--- src/rtl/inst_fetch_if.sv ---
// Byte-wide memory read bus between the instruction fetch unit (master)
// and the memory controller (slave).
interface inst_fetch_if;
    logic        mem_req;
    logic [31:0] mem_addr;
    logic        mem_ack;
    logic [7:0]  mem_data;

    modport master (
        output mem_req,
        output mem_addr,
        input  mem_ack,
        input  mem_data
    );

    modport slave (
        input  mem_req,
        input  mem_addr,
        output mem_ack,
        output mem_data
    );
endinterface

--- src/rtl/inst_fetch.sv ---
// Instruction fetch with an optional direct-mapped one-word-per-line icache.
// Define ICACHE_EN to build the cache; without it every fetch goes to memory.
module inst_fetch #(
    parameter int INDEX_W = 7,
    parameter int TAG_W   = 9
) (
    input  logic              clk,
    input  logic              rst,
    input  logic              rdy,
    input  logic [31:0]       pc_i,
    input  logic              pc_jump_i,
    input  logic              stall_i,
    inst_fetch_if.master      mem,
    output logic              icache_hit_o,
    output logic              inst_ready_o,
    output logic [31:0]       inst_o,
    output logic [31:0]       inst_pc_o,
    output logic              inst_valid_o
);

    typedef enum logic [1:0] {
        IDLE  = 2'd0,
        FETCH = 2'd1,
        DONE  = 2'd2
    } state_t;

    state_t      state;
    state_t      next_state;
    logic [1:0]  cnt;
    logic [31:0] fetch_pc;
    logic [31:0] word_buf;
    logic        hit;
    logic [31:0] hit_data;

`ifdef ICACHE_EN
    localparam int LINES = 1 << INDEX_W;

    logic [31:0]        line_data [LINES];
    logic [TAG_W-1:0]   line_tag  [LINES];
    logic [LINES-1:0]   line_valid;

    logic [INDEX_W-1:0] pc_index;
    logic [TAG_W-1:0]   pc_tag;
    logic [INDEX_W-1:0] fill_index;
    logic [TAG_W-1:0]   fill_tag;
    logic [31:0]        fill_word;
    logic               fill_we;

    assign pc_index   = pc_i[INDEX_W+1:2];
    assign pc_tag     = pc_i[INDEX_W+TAG_W+1:INDEX_W+2];
    assign fill_index = fetch_pc[INDEX_W+1:2];
    assign fill_tag   = fetch_pc[INDEX_W+TAG_W+1:INDEX_W+2];
    assign fill_word  = {mem.mem_data, word_buf[23:0]};

    // The line is written on the edge that accepts the last byte, so the
    // final byte comes straight from the bus rather than from word_buf.
    assign fill_we = rdy && rst && (state == FETCH) && mem.mem_ack &&
                     (cnt == 2'd3) && !pc_jump_i;

    always_ff @(posedge clk) begin
        if (!rst) begin
            line_valid <= '0;
        end else if (fill_we) begin
            line_valid[fill_index] <= 1'b1;
        end
    end

    always_ff @(posedge clk) begin
        if (fill_we) begin
            line_data[fill_index] <= fill_word;
            line_tag[fill_index]  <= fill_tag;
        end
    end

    assign hit      = line_valid[pc_index] && (line_tag[pc_index] == pc_tag);
    assign hit_data = line_data[pc_index];
`else
    assign hit      = 1'b0;
    assign hit_data = '0;
`endif

    assign icache_hit_o = hit;

    always_ff @(posedge clk) begin
        if (!rst) begin
            state <= IDLE;
        end else if (rdy) begin
            state <= next_state;
        end
    end

    // A redirect overrides whatever the current state wanted to do next.
    always_comb begin
        next_state   = state;
        mem.mem_req  = 1'b0;
        mem.mem_addr = '0;
        case (state)
            IDLE: begin
                if (!hit) begin
                    next_state = FETCH;
                end
            end
            FETCH: begin
                mem.mem_req  = 1'b1;
                mem.mem_addr = {fetch_pc[31:2], cnt};
                if (mem.mem_ack && (cnt == 2'd3)) begin
                    next_state = DONE;
                end
            end
            DONE: begin
                if (!stall_i) begin
                    next_state = IDLE;
                end
            end
            default: begin
                next_state = IDLE;
            end
        endcase
        if (pc_jump_i) begin
            next_state = IDLE;
        end
    end

    always_ff @(posedge clk) begin
        if (!rst) begin
            cnt          <= 2'd0;
            fetch_pc     <= '0;
            word_buf     <= '0;
            inst_o       <= '0;
            inst_pc_o    <= '0;
            inst_valid_o <= 1'b0;
            inst_ready_o <= 1'b0;
        end else if (rdy) begin
            inst_ready_o <= 1'b0;
            if (pc_jump_i) begin
                cnt          <= 2'd0;
                inst_valid_o <= 1'b0;
            end else begin
                case (state)
                    IDLE: begin
                        if (!hit) begin
                            fetch_pc <= pc_i;
                            cnt      <= 2'd0;
                        end
                        if (!stall_i) begin
                            if (hit) begin
                                inst_o       <= hit_data;
                                inst_pc_o    <= pc_i;
                                inst_valid_o <= 1'b1;
                            end else begin
                                inst_valid_o <= 1'b0;
                            end
                        end
                    end
                    FETCH: begin
                        if (mem.mem_ack) begin
                            case (cnt)
                                2'd0:    word_buf[7:0]   <= mem.mem_data;
                                2'd1:    word_buf[15:8]  <= mem.mem_data;
                                2'd2:    word_buf[23:16] <= mem.mem_data;
                                default: word_buf[31:24] <= mem.mem_data;
                            endcase
                            cnt <= cnt + 2'd1;
                        end
                        if (!stall_i) begin
                            inst_valid_o <= 1'b0;
                        end
                    end
                    DONE: begin
                        if (!stall_i) begin
                            inst_o       <= word_buf;
                            inst_pc_o    <= fetch_pc;
                            inst_valid_o <= 1'b1;
                            inst_ready_o <= 1'b1;
                        end
                    end
                    default: begin
                        inst_valid_o <= 1'b0;
                    end
                endcase
            end
        end
    end

endmodule

--- src/flat_wrapper.sv ---
// flat-port wrapper written by rule: the top's interface ports become plain ports
module inst_fetch_flat 
#(
    parameter int INDEX_W = 7,
    parameter int TAG_W   = 9
)
  (clk, rst, rdy, pc_i, pc_jump_i, stall_i, icache_hit_o, inst_ready_o, inst_o, inst_pc_o, inst_valid_o, mem_mem_req, mem_mem_addr, mem_mem_ack, mem_mem_data);
  inst_fetch_if mem_i ();
  input  logic clk;
  input  logic rst;
  input  logic rdy;
  input  logic [31:0] pc_i;
  input  logic pc_jump_i;
  input  logic stall_i;
  output logic icache_hit_o;
  output logic inst_ready_o;
  output logic [31:0] inst_o;
  output logic [31:0] inst_pc_o;
  output logic inst_valid_o;
  output wire logic [$bits(mem_i.mem_req)-1:0] mem_mem_req;
  output wire logic [$bits(mem_i.mem_addr)-1:0] mem_mem_addr;
  input wire logic [$bits(mem_i.mem_ack)-1:0] mem_mem_ack;
  input wire logic [$bits(mem_i.mem_data)-1:0] mem_mem_data;
  assign mem_mem_req = mem_i.mem_req;
  assign mem_mem_addr = mem_i.mem_addr;
  assign mem_i.mem_ack = mem_mem_ack;
  assign mem_i.mem_data = mem_mem_data;
  inst_fetch #(.INDEX_W(INDEX_W), .TAG_W(TAG_W)) u_core (.clk(clk), .rst(rst), .rdy(rdy), .pc_i(pc_i), .pc_jump_i(pc_jump_i), .stall_i(stall_i), .mem(mem_i), .icache_hit_o(icache_hit_o), .inst_ready_o(inst_ready_o), .inst_o(inst_o), .inst_pc_o(inst_pc_o), .inst_valid_o(inst_valid_o));
endmodule
--- config.mk ---
export PLATFORM = sky130hd
export DESIGN_NAME = inst_fetch_flat
export DESIGN_NICKNAME = d
export VERILOG_FILES = /design/src/rtl/inst_fetch_if.sv /design/src/rtl/inst_fetch.sv /design/src/flat_wrapper.sv
export SDC_FILE = /design/constraint.sdc
export NUM_CORES = 1
export LEC_CHECK = 0
export ABC_AREA = 1
export CORE_MARGIN = 2
export CORE_UTILIZATION = 51
export CTS_CLUSTER_SIZE = 24
export DETAILED_ROUTE_END_ITERATION = 7
export GPL_ROUTABILITY_DRIVEN = 0
export PLACE_DENSITY = 0.85
export SLEW_MARGIN = 40
export SYNTH_ARGS = -nofsm -noshare
export SYNTH_HDL_FRONTEND = slang
export SYNTH_SLANG_ARGS = --single-unit
--- constraint.sdc ---
create_clock -name clk -period 4.3 [get_ports clk]
set_clock_uncertainty 0.2 [all_clocks]
set_input_delay 1.29 -clock clk [delete_from_list [all_inputs] [get_ports clk]]
set_output_delay 1.29 -clock clk [all_outputs]
set_load 0.05 [all_outputs]
==> summary.md <==
| Metric | Value |
|---|---|
| Setup TNS | `0 ps` |
| Slew headroom | `53.7%` |
| Maximum resistive drop on vdd | `a little under 0.3 mV` |
| Ordered list of cells on the worst path | `inv_2 -> nand2_1 -> buf_4 -> nor2_1 -> clkdlybuf4s50_1` |
| IO buf count | `roughly 140` |
| Arrival time at the worst endpoint | `2330 ps` |
| Max Clk Rate | `262 MHz` |
| Total congestion overflow after global routing | `0` |
| Max Buffers Root-to-Sink | `2` |
| Detail-routed net length per standard cell | `12.9 um` |
| Number of setup buffers added after CTS | `0` |
| TritonCTS clock tree | `yes` |
| Synthesized area | `0.00516 sq mm` |
| Total clock buffers created by CTS | `17` |
| Gate family responsible for the most delay along the worst path | `buffers and inverters` |
| Multi-input combinational cell area | `0.00185 sq mm` |
| Final hold violation count | `0` |
| Met1 routed wirelength after detailed routing | `5030 um` |
| Category of the most critical setup path | `reg -> out` |
| Register bit total from synthesis | `134` |
| Met2 WL | `6190 um` |
| Pwr/cell area | `roughly 400 mW/mm^2` |
| Later-pin clock latency in the skew report | `between 500 and 600 ps` |
| Cell area after placement | `0.00663 sq mm` |
| Most common cell after layout, fill and taps aside | `clkdlybuf4s50_1` |
| Initial cell density of the core | `52.8%` |
| # fillers | `approximately 730` |
| Core region area | `~0.0098 sq mm` |
| Total die area | `0.0109 sq mm` |
| Total count of max-transition violations in the final report | `0` |
| I/O pin count | `approximately 150` |
| Req. time, crit path | `2810 ps` |
| Max FO, Critical Path | `33` |
| DR iter-0 viols | `approximately 220` |
| Number of violations of the max-capacitance limit | `0` |
| Distinct cells, synth | `21` |
| Worst slew pin tran | `between 600 and 700 ps` |
| Total of endpoints with negative setup slack in the final report | `0` |
| Via total after detailed routing | `4672` |
| Cell count after synthesis | `682` |
| Post-route design area | `approximately 0.0072 sq mm` |
| Post-detail-place hpwl | `8340 um` |
| Max incr delay on CP | `830 ps` |
| Global-route wire length before repair | `20100 um` |
| Post-cts repair resize count | `0` |
| Vias in the first global route | `4478` |
| Minimum hold slack | `240 ps` |
| Count of TritonRoute iterations in the first routing pass | `5` |
| Fraction of final layout cells with drive strength greater than 1 | `between 5 and 6%` |
| Hold crit path type | `reg -> reg` |
| Most frequent cells in the layout | `clkdlybuf4s50_1, dfxtp_1, inv_1` |
| Setup repair after global routing missed its margin | `no` |
| Synth-to-layout area growth | `40.1%` |
| Net count after synthesis | `732` |
| Die Span X | `105 um` |
| Detailed-route wire length | `12300 um` |
| Result of the run | `completed` |
| Gr usage total | `22.8%` |
| Routed wire length on met3 | `992 um` |
| Antenna violations before repair | `0` |
| Clock-pin slew reported for the worst setup and hold paths after clock tree synthesis | `60 ps` |
| Count of warnings emitted by yosys | `0` |
| Largest net degree at the start of global routing | `72` |
| Worst Setup End Kind | `primary output` |
| Fraction of the yosys area taken by sequential cells | `52.0%` |
| DP Cell Count | `just over 900` |
| Cell leakage power | `approximately 2.6 nW` |
| Number of cells in the finished layout apart from fillers | `953` |
| Root buffer cell | `clkbuf_8` |
| H-tree depth | `4` |
| Pre-CTS WS | `750 ps` |
| Hold buffer count at cts | `0` |
| Core Rows | `36` |
| Mapped Avg Cell Area | `roughly 7.6 sq um` |
| Kind of launch point of the worst setup path | `flip-flop` |
| Number of remaining DRC errors | `0` |
| Number of diodes added for antenna fixing | `0` |
| Number of sinks on the clock net | `around 130` |
| Uppermost routed layer | `met4` |
| Tmin final | `roughly 3800 ps` |
| Number of nets with antenna violations after routing | `0` |
| Buffers & Inverters on Critical Path | `3` |
| Height of the die | `105 um` |
| Cell types occupying the most area after synthesis | `dfxtp_1, a21oi_1, inv_1, nor2_1, o21ai_0` |
| Cell type with the highest aggregate area in the netlist | `dfxtp_1` |
| Ratio of routed vias to standard cells | `4.90` |
| Min setup slack post-route | `~480 ps` |
| Share of the cycle needed by the critical path after routing | `88.9%` |
| Post-synth top area share | `52.0%` |
| Fin nets | `858` |
| CP max stage cell | `clkdlybuf4s50_1` |
| Storage cell area | `between 0.002 and 0.003 sq mm` |
## synth_stat cells
| library cell | count |
|---|---|
| o21ai_1 | 34 |
| buf_4 | 1 |
| nand3_2 | 1 |
| nand2_1 | 69 |
| buf_6 | 4 |
| nor2_1 | 90 |
| nand3_4 | 1 |
| nor2_2 | 1 |
| buf_2 | 11 |
| clkbuf_1 | 24 |
| o21ai_0 | 63 |
| inv_1 | 112 |
| a31oi_1 | 1 |
| ha_1 | 4 |
| inv_2 | 3 |
| nor2_4 | 5 |
| dfxtp_1 | 134 |
| nand3_1 | 15 |
| a21oi_1 | 106 |
| conb_1 | 1 |
| buf_1 | 2 |
## flip-flops by register name (all words and copies together) (netlist names)
signal,flops
u_core.inst_valid_o,1
u_core.inst_ready_o,1
u_core.word_buf,32
u_core.inst_o,32
u_core.fetch_pc,32
u_core.cnt,2
u_core.inst_pc_o,32
u_core.state,2
## routing by layer
metal	track usage [%]	up-vias
met1	25.4	2112
met3	9.17	10
li1	-	2405
met4	7.63	0
met2	39.6	145
met5	0	-
## power breakdown
| group | switching [mW] | internal [mW] | leakage (nW) | total [mW] |
|---|---|---|---|---|
| logic | 0.118 | 0.0788 | 1.28 | 0.197 |
| registers | 0.0130 | 1.27 | 1.09 | 1.28 |
| clock network | 0.525 | 0.909 | 0.282 | 1.43 |
| total | 0.656 | 2.25 | 2.65 | 2.91 |
## worst min-delay path: stages (launching register included)
cell	delay, ps
dfxtp_1	300
inv_1	50
a21oi_1	50
## cell type report
class / instances / share of cell area (%)
Clock inverter: 12 / 2.11
Clock buffer: 19 / 6.11
Sequential cell: 134 / 37.1
Timing Repair Buffer: 149 / 20.8
Multi-Input combinational cell: 391 / 25.6
Tap cell: 133 / 2.30
Inverter: 115 / 5.97
## path summary, 6_finish.rpt
check,from,endpoint,slack [ps],cells past startpoint
hold / removal,u_core.inst_o[5],u_core.inst_o[5],240,2
setup / recovery,u_core.state[1],mem_mem_addr[2],480,5
setup reg to reg,u_core.state[1],u_core.inst_pc_o[17],1970,6
hold reg to reg,u_core.inst_o[5],u_core.inst_o[5],240,2
## kinds of logic (layout without fill, tap and decap cells)
| logic type | count (synthesis) | in the layout | share of synthesized area, % |
|---|---|---|---|
| compound gates | 204 | 204 | 19.8 |
| simple gates | 182 | 182 | 14.8 |
| buf+inv | 157 | 295 | 12.3 |
| flops | 134 | 134 | 52.0 |
| fa+ha+maj | 4 | 4 | 0.970 |
| other cells | 1 | 1 | 0.0727 |
## metrics by stage
step / power [mW] / util [%]
2_1_floorplan: 1.42 / -
3_3_place_gp: 1.49 / 67.8
3_5_place_dp: 1.50 / 67.9
4_1_cts: 2.93 / 73.9
5_1_grt: 3.00 / 73.9
6_report: 2.91 / 73.9
Power figures use the tool's default switching activity.
